==> config.mk <==
export PLATFORM = sky130hd
export DESIGN_NAME = dest_track_pipe
export DESIGN_NICKNAME = d
export VERILOG_FILES = /design/src/rtl/dest_track_pipe_pkg.sv /design/src/rtl/dest_stage_reg.sv /design/src/rtl/dest_track_pipe.sv
export SDC_FILE = /design/constraint.sdc
export NUM_CORES = 1
export LEC_CHECK = 0
export ABC_AREA = 1
export CAP_MARGIN = 20
export CORE_MARGIN = 10
export CORE_UTILIZATION = 45
export CTS_CLUSTER_SIZE = 30
export DETAILED_ROUTE_END_ITERATION = 7
export PLACE_DENSITY = 0.79
export SLEW_MARGIN = 15
export SYNTH_ARGS = -nofsm -noshare
export SYNTH_HDL_FRONTEND = slang
export SYNTH_SLANG_ARGS = --single-unit
==> constraint.sdc <==
create_clock -name CLK -period 1.5 [get_ports CLK]
set_clock_uncertainty 0.1 [all_clocks]
set_input_delay 0.15 -clock CLK [delete_from_list [all_inputs] [get_ports CLK]]
set_output_delay 0.15 -clock CLK [all_outputs]
set_load 0.03 [all_outputs]
==> src/rtl/dest_track_pipe_pkg.sv <==
// Shared types for the destination-tracking pipe (EX/MEM -> MEM/WB).
// Provides word/register/opcode types, the FSM state enum, the stage
// payload struct and the BUBBLE constant used on flush.
package dest_track_pipe_pkg;

  localparam int unsigned WORD_BITS = 32;
  localparam int unsigned REG_BITS  = 5;
  localparam int unsigned OP_BITS   = 6;

  typedef logic [WORD_BITS-1:0] word_t;
  typedef logic [REG_BITS-1:0]  regbits_t;

  typedef enum logic [OP_BITS-1:0] {
    RTYPE = 6'h00,
    ADDIU = 6'h09,
    LW    = 6'h23,
    SW    = 6'h2B
  } opcode_t;

  typedef enum logic [1:0] {
    RUN  = 2'd0,
    WAIT = 2'd1,
    DONE = 2'd2
  } dtrack_state_t;

  typedef struct packed {
    regbits_t rd;
    logic     regW;
    opcode_t  op;
    logic     dREN;
    logic     dWEN;
    word_t    data;
    word_t    store;
  } stage_t;

  localparam stage_t BUBBLE = '{
    rd:    '0,
    regW:  1'b0,
    op:    RTYPE,
    dREN:  1'b0,
    dWEN:  1'b0,
    data:  '0,
    store: '0
  };

endpackage

==> src/rtl/dest_stage_reg.sv <==
// One pipeline stage register carrying a stage_t payload.
// Ports: CLK, nRST (sync, active-low), en (advance), bubble (load BUBBLE
// instead of d), zero_rd_supp (force regW=0 when rd==0), d / q payload.
module dest_stage_reg
  import dest_track_pipe_pkg::*;
(
  input  logic   CLK,
  input  logic   nRST,
  input  logic   en,
  input  logic   bubble,
  input  logic   zero_rd_supp,
  input  stage_t d,
  output stage_t q
);

  stage_t d_eff;

  // $zero must never look like a forwarding source
  always_comb begin
    d_eff = d;
    if (bubble) begin
      d_eff = BUBBLE;
    end else if (zero_rd_supp && (d.rd == '0)) begin
      d_eff.regW = 1'b0;
    end
  end

  always_ff @(posedge CLK) begin
    if (!nRST) begin
      q <= '0;
    end else if (en) begin
      q <= d_eff;
    end
  end

endmodule

==> src/rtl/dest_track_pipe.sv <==
// EX/MEM and MEM/WB destination tracking for the forwarding unit, plus the
// EX/MEM data-memory handshake (dREN/dWEN vs dhit).
// Ports: CLK, nRST (sync active-low), ihit/dhit/flush control, idex_* inputs
// from ID/EX, dmem_rdata; outputs dREN/dWEN/daddr/dstore to data memory,
// exmem_* / memwb_* to the forwarding unit and register file, mem_stall.
// Optional: DEST_TRACK_STALL_CNT_EN adds stall_cycles (saturating count of
// mem_stall cycles).
module dest_track_pipe
  import dest_track_pipe_pkg::*;
#(
  parameter int unsigned WORD_W = 32,
  parameter int unsigned REG_W  = 5
) (
  input  logic              CLK,
  input  logic              nRST,
  input  logic              ihit,
  input  logic              dhit,
  input  logic              flush,
  input  logic [REG_W-1:0]  idex_rd,
  input  logic              idex_regW,
  input  logic [5:0]        idex_op,
  input  logic              idex_dREN,
  input  logic              idex_dWEN,
  input  logic [WORD_W-1:0] idex_result,
  input  logic [WORD_W-1:0] idex_store,
  input  logic [WORD_W-1:0] dmem_rdata,
  output logic              dREN,
  output logic              dWEN,
  output logic [WORD_W-1:0] daddr,
  output logic [WORD_W-1:0] dstore,
  output logic [REG_W-1:0]  exmem_rd,
  output logic              exmem_regW,
  output logic [5:0]        exmem_op,
  output logic [WORD_W-1:0] exmem_data,
  output logic [REG_W-1:0]  memwb_rd,
  output logic              memwb_regW,
  output logic [5:0]        memwb_op,
  output logic [WORD_W-1:0] memwb_wdata,
`ifdef DEST_TRACK_STALL_CNT_EN
  output logic [31:0]       stall_cycles,
`endif
  output logic              mem_stall
);

  dtrack_state_t state, state_n;
  stage_t        idex_s, exmem_q, memwb_d, memwb_q;
  word_t         hold_q;
  logic          advance_c;
  logic          incoming_mem_c;
  logic          unused_memwb;

  // Pipeline advances on ihit unless a memory op is still outstanding
  assign advance_c      = ihit & ((state != WAIT) | dhit);
  assign incoming_mem_c = ~flush & (idex_dREN | idex_dWEN);

  always_comb begin
    idex_s       = BUBBLE;
    idex_s.rd    = idex_rd;
    idex_s.regW  = idex_regW;
    idex_s.op    = opcode_t'(idex_op);
    idex_s.dREN  = idex_dREN;
    idex_s.dWEN  = idex_dWEN;
    idex_s.data  = idex_result;
    idex_s.store = idex_store;
  end

  // Writeback source: live load data in WAIT, held data once DONE
  always_comb begin
    memwb_d      = BUBBLE;
    memwb_d.rd   = exmem_q.rd;
    memwb_d.regW = exmem_q.regW;
    memwb_d.op   = exmem_q.op;
    memwb_d.data = exmem_q.data;
    if (exmem_q.dREN) begin
      memwb_d.data = (state == DONE) ? hold_q : dmem_rdata;
    end
  end

  dest_stage_reg u_exmem (
    .CLK          (CLK),
    .nRST         (nRST),
    .en           (advance_c),
    .bubble       (flush),
    .zero_rd_supp (1'b1),
    .d            (idex_s),
    .q            (exmem_q)
  );

  dest_stage_reg u_memwb (
    .CLK          (CLK),
    .nRST         (nRST),
    .en           (advance_c),
    .bubble       (1'b0),
    .zero_rd_supp (1'b1),
    .d            (memwb_d),
    .q            (memwb_q)
  );

  // FSM state register
  always_ff @(posedge CLK) begin
    if (!nRST) begin
      state <= RUN;
    end else begin
      state <= state_n;
    end
  end

  // FSM next-state
  always_comb begin
    state_n = state;
    if (advance_c) begin
      state_n = incoming_mem_c ? WAIT : RUN;
    end else if ((state == WAIT) && dhit) begin
      state_n = DONE;
    end
  end

  // Capture load data when memory completes before the pipe can move
  always_ff @(posedge CLK) begin
    if (!nRST) begin
      hold_q <= '0;
    end else if ((state == WAIT) && dhit && !ihit) begin
      hold_q <= dmem_rdata;
    end
  end

`ifdef DEST_TRACK_STALL_CNT_EN
  // Saturating stall counter
  always_ff @(posedge CLK) begin
    if (!nRST) begin
      stall_cycles <= '0;
    end else if (mem_stall && (stall_cycles != '1)) begin
      stall_cycles <= stall_cycles + 32'd1;
    end
  end
`endif

  assign mem_stall   = ~advance_c;
  assign dREN        = (state == WAIT) & exmem_q.dREN;
  assign dWEN        = (state == WAIT) & exmem_q.dWEN;
  assign daddr       = exmem_q.data;
  assign dstore      = exmem_q.store;
  assign exmem_rd    = exmem_q.rd;
  assign exmem_regW  = exmem_q.regW;
  assign exmem_op    = exmem_q.op;
  assign exmem_data  = exmem_q.data;
  assign memwb_rd    = memwb_q.rd;
  assign memwb_regW  = memwb_q.regW;
  assign memwb_op    = memwb_q.op;
  assign memwb_wdata = memwb_q.data;

  assign unused_memwb = ^{memwb_q.dREN, memwb_q.dWEN, memwb_q.store};

endmodule

==> run_results.csv, run 1 <==
group,metric,value,unit
run_status,status,"finished with violations",
run_status,violations,"negative setup slack",
floorplan,core.rowCount,49,
synthesis,synth.distinct_cells,17,
sta,rsz0062_at_grt,"yes",
place,dp_cells,1710,
sta,fmax,632,MHz
synthesis,yosysMostFrequentCell,"nand2_1",
synthesis,seq_area_frac_synth,0.372,
floorplan,pin_count,270,
routing,drt_wl_total,27900,um
finish,nNetsFinal,1631,
clocking,worstSkewPairLatency,0.42,ns
worst_setup_path,slowest_stage,"dfxtp_2",
synthesis,synthFlopType,"dfxtp_1",
worst_setup_path,start_kind,"register",
synthesis,synthesis.area,8400,um2
clocking,cts_sinks,156,
min_path,holdCritPathClass,"primary input to register",
worst_setup_path,critical-path-top-delay-family,"simple AND/OR/NAND/NOR gates",
synthesis,synth_top_area_share,0.372,
power_and_ir_drop,power_density,1030,nW/um2
synthesis,syn_inst,1364,
synthesis,ys_warn_count,0,
sta,final_max_slew_viol_count,0,
place,pre_cts_slack,-0.227,ns
sta,tightest_slew,0.493,ns
routing,viasPerCell,4.87,
sta,period_needed,1.58,ns
synthesis,ys_ff_latch,156,
floorplan,design.die.area,24500,um2
clocking,ctsHtreeMaxLevel,4,
synthesis,synth_area_leaders,"dfxtp_1 (37%), nand2_1 (22%), buf_4 (10%)",
synthesis,synth_common_cells,"nand2_1 (494), nor2_1 (213), dfxtp_1 (156), inv_1 (149), buf_4 (117)",
synthesis,synth_edf_count,0,
routing,drt_iter0_drc,620,
sta,holdWs,0.128,ns
routing,ant_nets,0,
clocking,postCtsHoldBufs,0,
place,detailed_place_hpwl,19500,um
routing,wire_per_inst,15.9,um
routing,drc,0,
worst_setup_path,cp_cell_sequence,"buf_4, nor2_4, nand2_2, nor2_4, clkbuf_16, nor2_1, nor2_1",
worst_setup_path,path_class,"register to register",
grt,grt_overflow,0,
worst_setup_path,timing.critical_path.buf_inv,2,
synthesis,synth_nets,1479,
power_and_ir_drop,peakVddDrop,0.787,mV
sta,hold_viol_final,0,
grt,grt_first_pass_wirelength,42700,um
finish,fin_cells,1759,
place,port_buffers,269,
sta,finalSetupViolations,31,
place,place_congestion,0.856,
grt,globalRouteTotalUtil,0.217,
clocking,cts_inserted_buffers,17,
finish,areaGrowthSynthToFinish,34.9,%
clocking,clockBufferDepth,2,
sta,timing.final.crit_share,1.05,
clocking,cts_root_buffer,"clkbuf_16",
clocking,cts_tree,"done",
sta,setup_ws,-0.0823,ns
worst_setup_path,end_kind,"register",
floorplan,chipWidth,157,um
worst_setup_path,crit_required,1.76,ns
floorplan,core,18100,um2
worst_setup_path,arrival,1.84,ns
power_and_ir_drop,p_leak,0.00587,uW
worst_setup_path,worst-path-max-fanout,23,
grt,antenna_found_initial,2,
floorplan,start_util,0.463,
flow_run,maxCapViolations,0,
sta,slew_headroom,0.671,
routing,num_vias,8573,
clocking,clk_pin_slew,0.06,ns
finish,drive_gt1_frac,0.0942,
grt,grt_start_max_net_pins,90,
worst_setup_path,critPathMaxStageDelay,0.33,ns
grt,first_global_vias,8083,
routing,first_pass_iters,5,
synthesis,avgSynthCellArea,6.16,um2
floorplan,fp.dieH,157,um
synthesis,postSynth.asyncResetShare,0,
synthesis,yosysTopAreaCell,"dfxtp_1",
-- stage by stage --
step                      utilization  area, um2  total power [uW]  setup TNS (ns)
after floorplan                     -       8400              6570               0
after global placement          0.587      10700              7590          -15.75
after detailed placement        0.587      10700              7630          -18.97
after CTS                       0.623      11300             11700          -0.158
after global routing            0.624      11300             12200           -8.26
final                           0.624      11300             11700           -1.01
-- cells by family (layout without fill, tap and decap cells) --
logic type	Yosys count	count (layout)	share of synthesized area
compound gates	49	49	0.0292
other cells	0	1	0
buf+inv	343	508	0.209
simple gates	816	816	0.390
flops	156	156	0.372
-- path summary, 6_finish.rpt --
path,from,end,slack (ns),cells after the start
hold reg to reg,u_memwb.q[77],u_memwb.q[77],0.36,2
hold / removal,nRST,u_exmem.q[44],0.13,4
setup / recovery,state[1],hold_q[12],-0.08,7
setup reg to reg,state[1],hold_q[12],-0.08,7
-- timing repair --
action,CTS,global route
cloned,3,3
setup endpoints to repair,154,161
resized for setup,215,42
buffers inserted,8,3
pin swaps,1,4
-- worst register-to-register path: stages (launching register included) --
cell	delay [ns]
dfxtp_2	0.33
buf_4	0.23
nor2_4	0.15
nand2_2	0.09
nor2_4	0.26
clkbuf_16	0.22
nor2_1	0.05
nor2_1	0.09
-- cell type report --
type	count	area (um2)
sequential	156	3130
fill	1697	6820
timing repair buffer	324	3200
clock inverter	12	113
inverter	152	571
multi-input combinational	865	3550
tap	229	287
antenna	1	2.50
clock buffer	20	467
-- cells in the final DEF, fill, tap and decap left out, types with 3 or more instances in the layout --
master           Yosys  layout
a21oi_1             49      48
nor2_4               2       4
clkbuf_2             0      17
nand3_1             68      68
nand2_1            494     492
nand2_2              3       4
clkinvlp_4           0       5
bufbuf_16            0       3
inv_6                0       3
clkbuf_16            0      19
buf_6                0       6
nor2_1             213     210
clkdlybuf4s50_1      0     113
nand4_1             33      33
clkbuf_8             0       3
buf_4              117      34
inv_2                3       4
buf_12               0      12
clkdlybuf4s15_1      0      20
dfxtp_1            156     153
inv_1              149     148
clkdlybuf4s15_2      0      14
dlygate4sd2_1        0      99
-- per-layer routing --
layer	part of all wire	global-route usage	routed length, um	up-vias
li1	-	-	-	4284
met1	0.40	0.252	11200	3881
met2	0.48	0.369	13500	359
met3	0.095	0.0726	2670	47
met4	0.019	0.0674	531	2
met5	0.00036	0	10	-
-- where the power goes --
| group | total (uW) | switching, uW | leakage [uW] | internal, uW |
|---|---|---|---|---|
| combinational | 2840 | 1740 | 0.00432 | 1090 |
| clock | 4250 | 1820 | 0.000271 | 2430 |
| sequential | 4600 | 182 | 0.00128 | 4410 |
| total | 11700 | 3750 | 0.00587 | 7930 |
-- sequential cells by signal, indices dropped and copies added (netlist names) --
| register | count |
|---|---|
| u_memwb.q | 44 |
| hold_q | 32 |
| u_exmem.q | 78 |
| state | 2 |
Note: power is estimated with default switching activity, not from simulation.
==> run 2, diff against run 1 <==
Clock period 1.5 ns to 1.95 ns, I/O delays scaled along.
==> run_results.csv, run 2 (synthesized netlist as in run 1, its figures left out) <==
group,metric,value,unit
run_status,status,"finished, final reports clean",
floorplan,chipWidth,157,um
sta,setup_tns,0,ns
sta,slew_headroom,0.706,
worst_setup_path,end_kind,"primary output",
floorplan,pin_count,270,
clocking,worstSkewPairLatency,0.42,ns
floorplan,fp.dieH,157,um
sta,tightest_slew,0.441,ns
sta,rsz0062_at_grt,"no",
finish,nNetsFinal,1607,
finish,top_regs,"u_exmem.q: 78 flops, u_memwb.q: 44 flops, hold_q: 32 flops",
grt,globalRouteTotalUtil,0.213,
clocking,post-cts-setup-buffers,0,
sta,period_needed,1.87,ns
floorplan,core,18100,um2
power_and_ir_drop,p_leak,0.00528,uW
finish,fillers,1662,
clocking,cts_sinks,156,
grt,antenna_found_initial,0,
worst_setup_path,critical-path-top-delay-family,"buffers and inverters",
worst_setup_path,critPathMaxStageDelay,0.72,ns
place,place_area,10500,um2
place,detailed_place_hpwl,19400,um
clocking,cts_inserted_buffers,17,
power_and_ir_drop,peakVddDrop,0.605,mV
sta,finalSetupViolations,0,
worst_setup_path,crit_required,1.65,ns
grt,grt_start_max_net_pins,63,
floorplan,design.die.area,24500,um2
worst_setup_path,slowest_stage,"clkdlybuf4s50_1",
sta,final_max_slew_viol_count,0,
routing,drt_wl_total,26900,um
grt,grt_overflow,0,
clocking,ctsHtreeMaxLevel,4,
power_and_ir_drop,power_density,823,nW/um2
routing,num_vias,8376,
floorplan,core.rowCount,49,
routing,drc,0,
finish,drive_gt1_frac,0.0492,
worst_setup_path,timing.critical_path.buf_inv,1,
sta,fmax,533,MHz
routing,ant_nets,0,
finish,top_register,"u_exmem.q",
finish,final_common_cell,"nand2_1",
place,place_congestion,0.895,
finish,final_cell_mix,"nand2_1 (494), clkdlybuf4s50_1 (265), nor2_1 (213)",
power_and_ir_drop,power,9170,uW
grt,first_global_vias,7965,
place,dp_cells,1702,
worst_setup_path,path_class,"register to primary output",
sta,hold_viol_final,0,
worst_setup_path,arrival,1.58,ns
place,port_buffers,269,
clocking,clockBufferDepth,2,
clocking,cts_root_buffer,"clkbuf_16",
finish,stdcell_area,11100,um2
flow_run,maxCapViolations,0,
routing,viasPerCell,4.83,
place,pre_cts_slack,0.0871,ns
routing,drt_iter0_drc,611,
finish,fin_cells,1734,
finish,areaGrowthSynthToFinish,32.6,%
clocking,cts_tree,"done",
worst_setup_path,start_kind,"register",
routing,first_pass_iters,6,
sta,setup_ws,0.0753,ns
clocking,clk_pin_slew,0.07,ns
finish,largest_reg_flops,78,
floorplan,start_util,0.463,
grt,grt_first_pass_wirelength,42100,um
routing,wire_per_inst,15.5,um
worst_setup_path,worst-path-max-fanout,3,
worst_setup_path,cp_cell_sequence,"clkdlybuf4s50_1",
min_path,holdCritPathClass,"primary input to register",
sta,timing.final.crit_share,0.961,
finish,diodes,0,
[run 2: cell types whose count changed in the layout (fill, tap and decap cells not counted), sizes merged, moves of 3 or more]
cell and change:
bufbuf -3, clkbuf -17, clkinvlp -3, clkdlybuf4s15 -34, inv -3, buf -22
dlygate4sd2 -98, clkdlybuf4s50 +152
[run 2: final timing paths]
path	to	slack, ns	cells past startpoint	from
hold reg to reg	u_exmem.q[64]	0.36	2	u_exmem.q[64]
setup reg to reg	hold_q[16]	0.30	7	state[1]
setup / recovery	daddr[12]	0.08	1	u_exmem.q[44]
hold / removal	u_memwb.q[33]	0.11	3	nRST
[run 2: report_power, final]
part,total (uW),switching (uW),internal [uW]
clock network,3400,1350,2050
registers,3540,143,3400
logic,2230,1310,917
[run 2: per-layer routing]
layer  wire length, um  track usage  vias up
met3              2640       0.0787       28
met4               420       0.0661        0
met1             11000        0.249     3810
met2             12900        0.358      312
li1                  -            -     4226
met5                 0            0        -
[run 2: final cells by class]
type | instances | area, um2 | area share
clock buffers | 22 | 454 | 0.0408
clock inverters | 10 | 141 | 0.0127
inverters | 152 | 571 | 0.0512
multi-input cells | 865 | 3520 | 0.316
flip-flops and latches | 156 | 3120 | 0.281
well taps | 229 | 287 | 0.0257
repair buffers | 300 | 3040 | 0.273
[run 2: what timing repair did]
| action | in CTS | in global routing |
|---|---|---|
| hold buffers | 0 | 0 |
| gates resized for setup | 1 | 0 |
| endpoints found under the setup margin | 1 | 0 |
[run 2: through the flow]
step | hold WS, ns | util
finish | 0.110 | 0.614
global route | 0.130 | 0.614
CTS | 0.104 | 0.614
detailed placement | 0.354 | 0.581
global placement | 0.349 | 0.581
floorplan | 0.266 | -
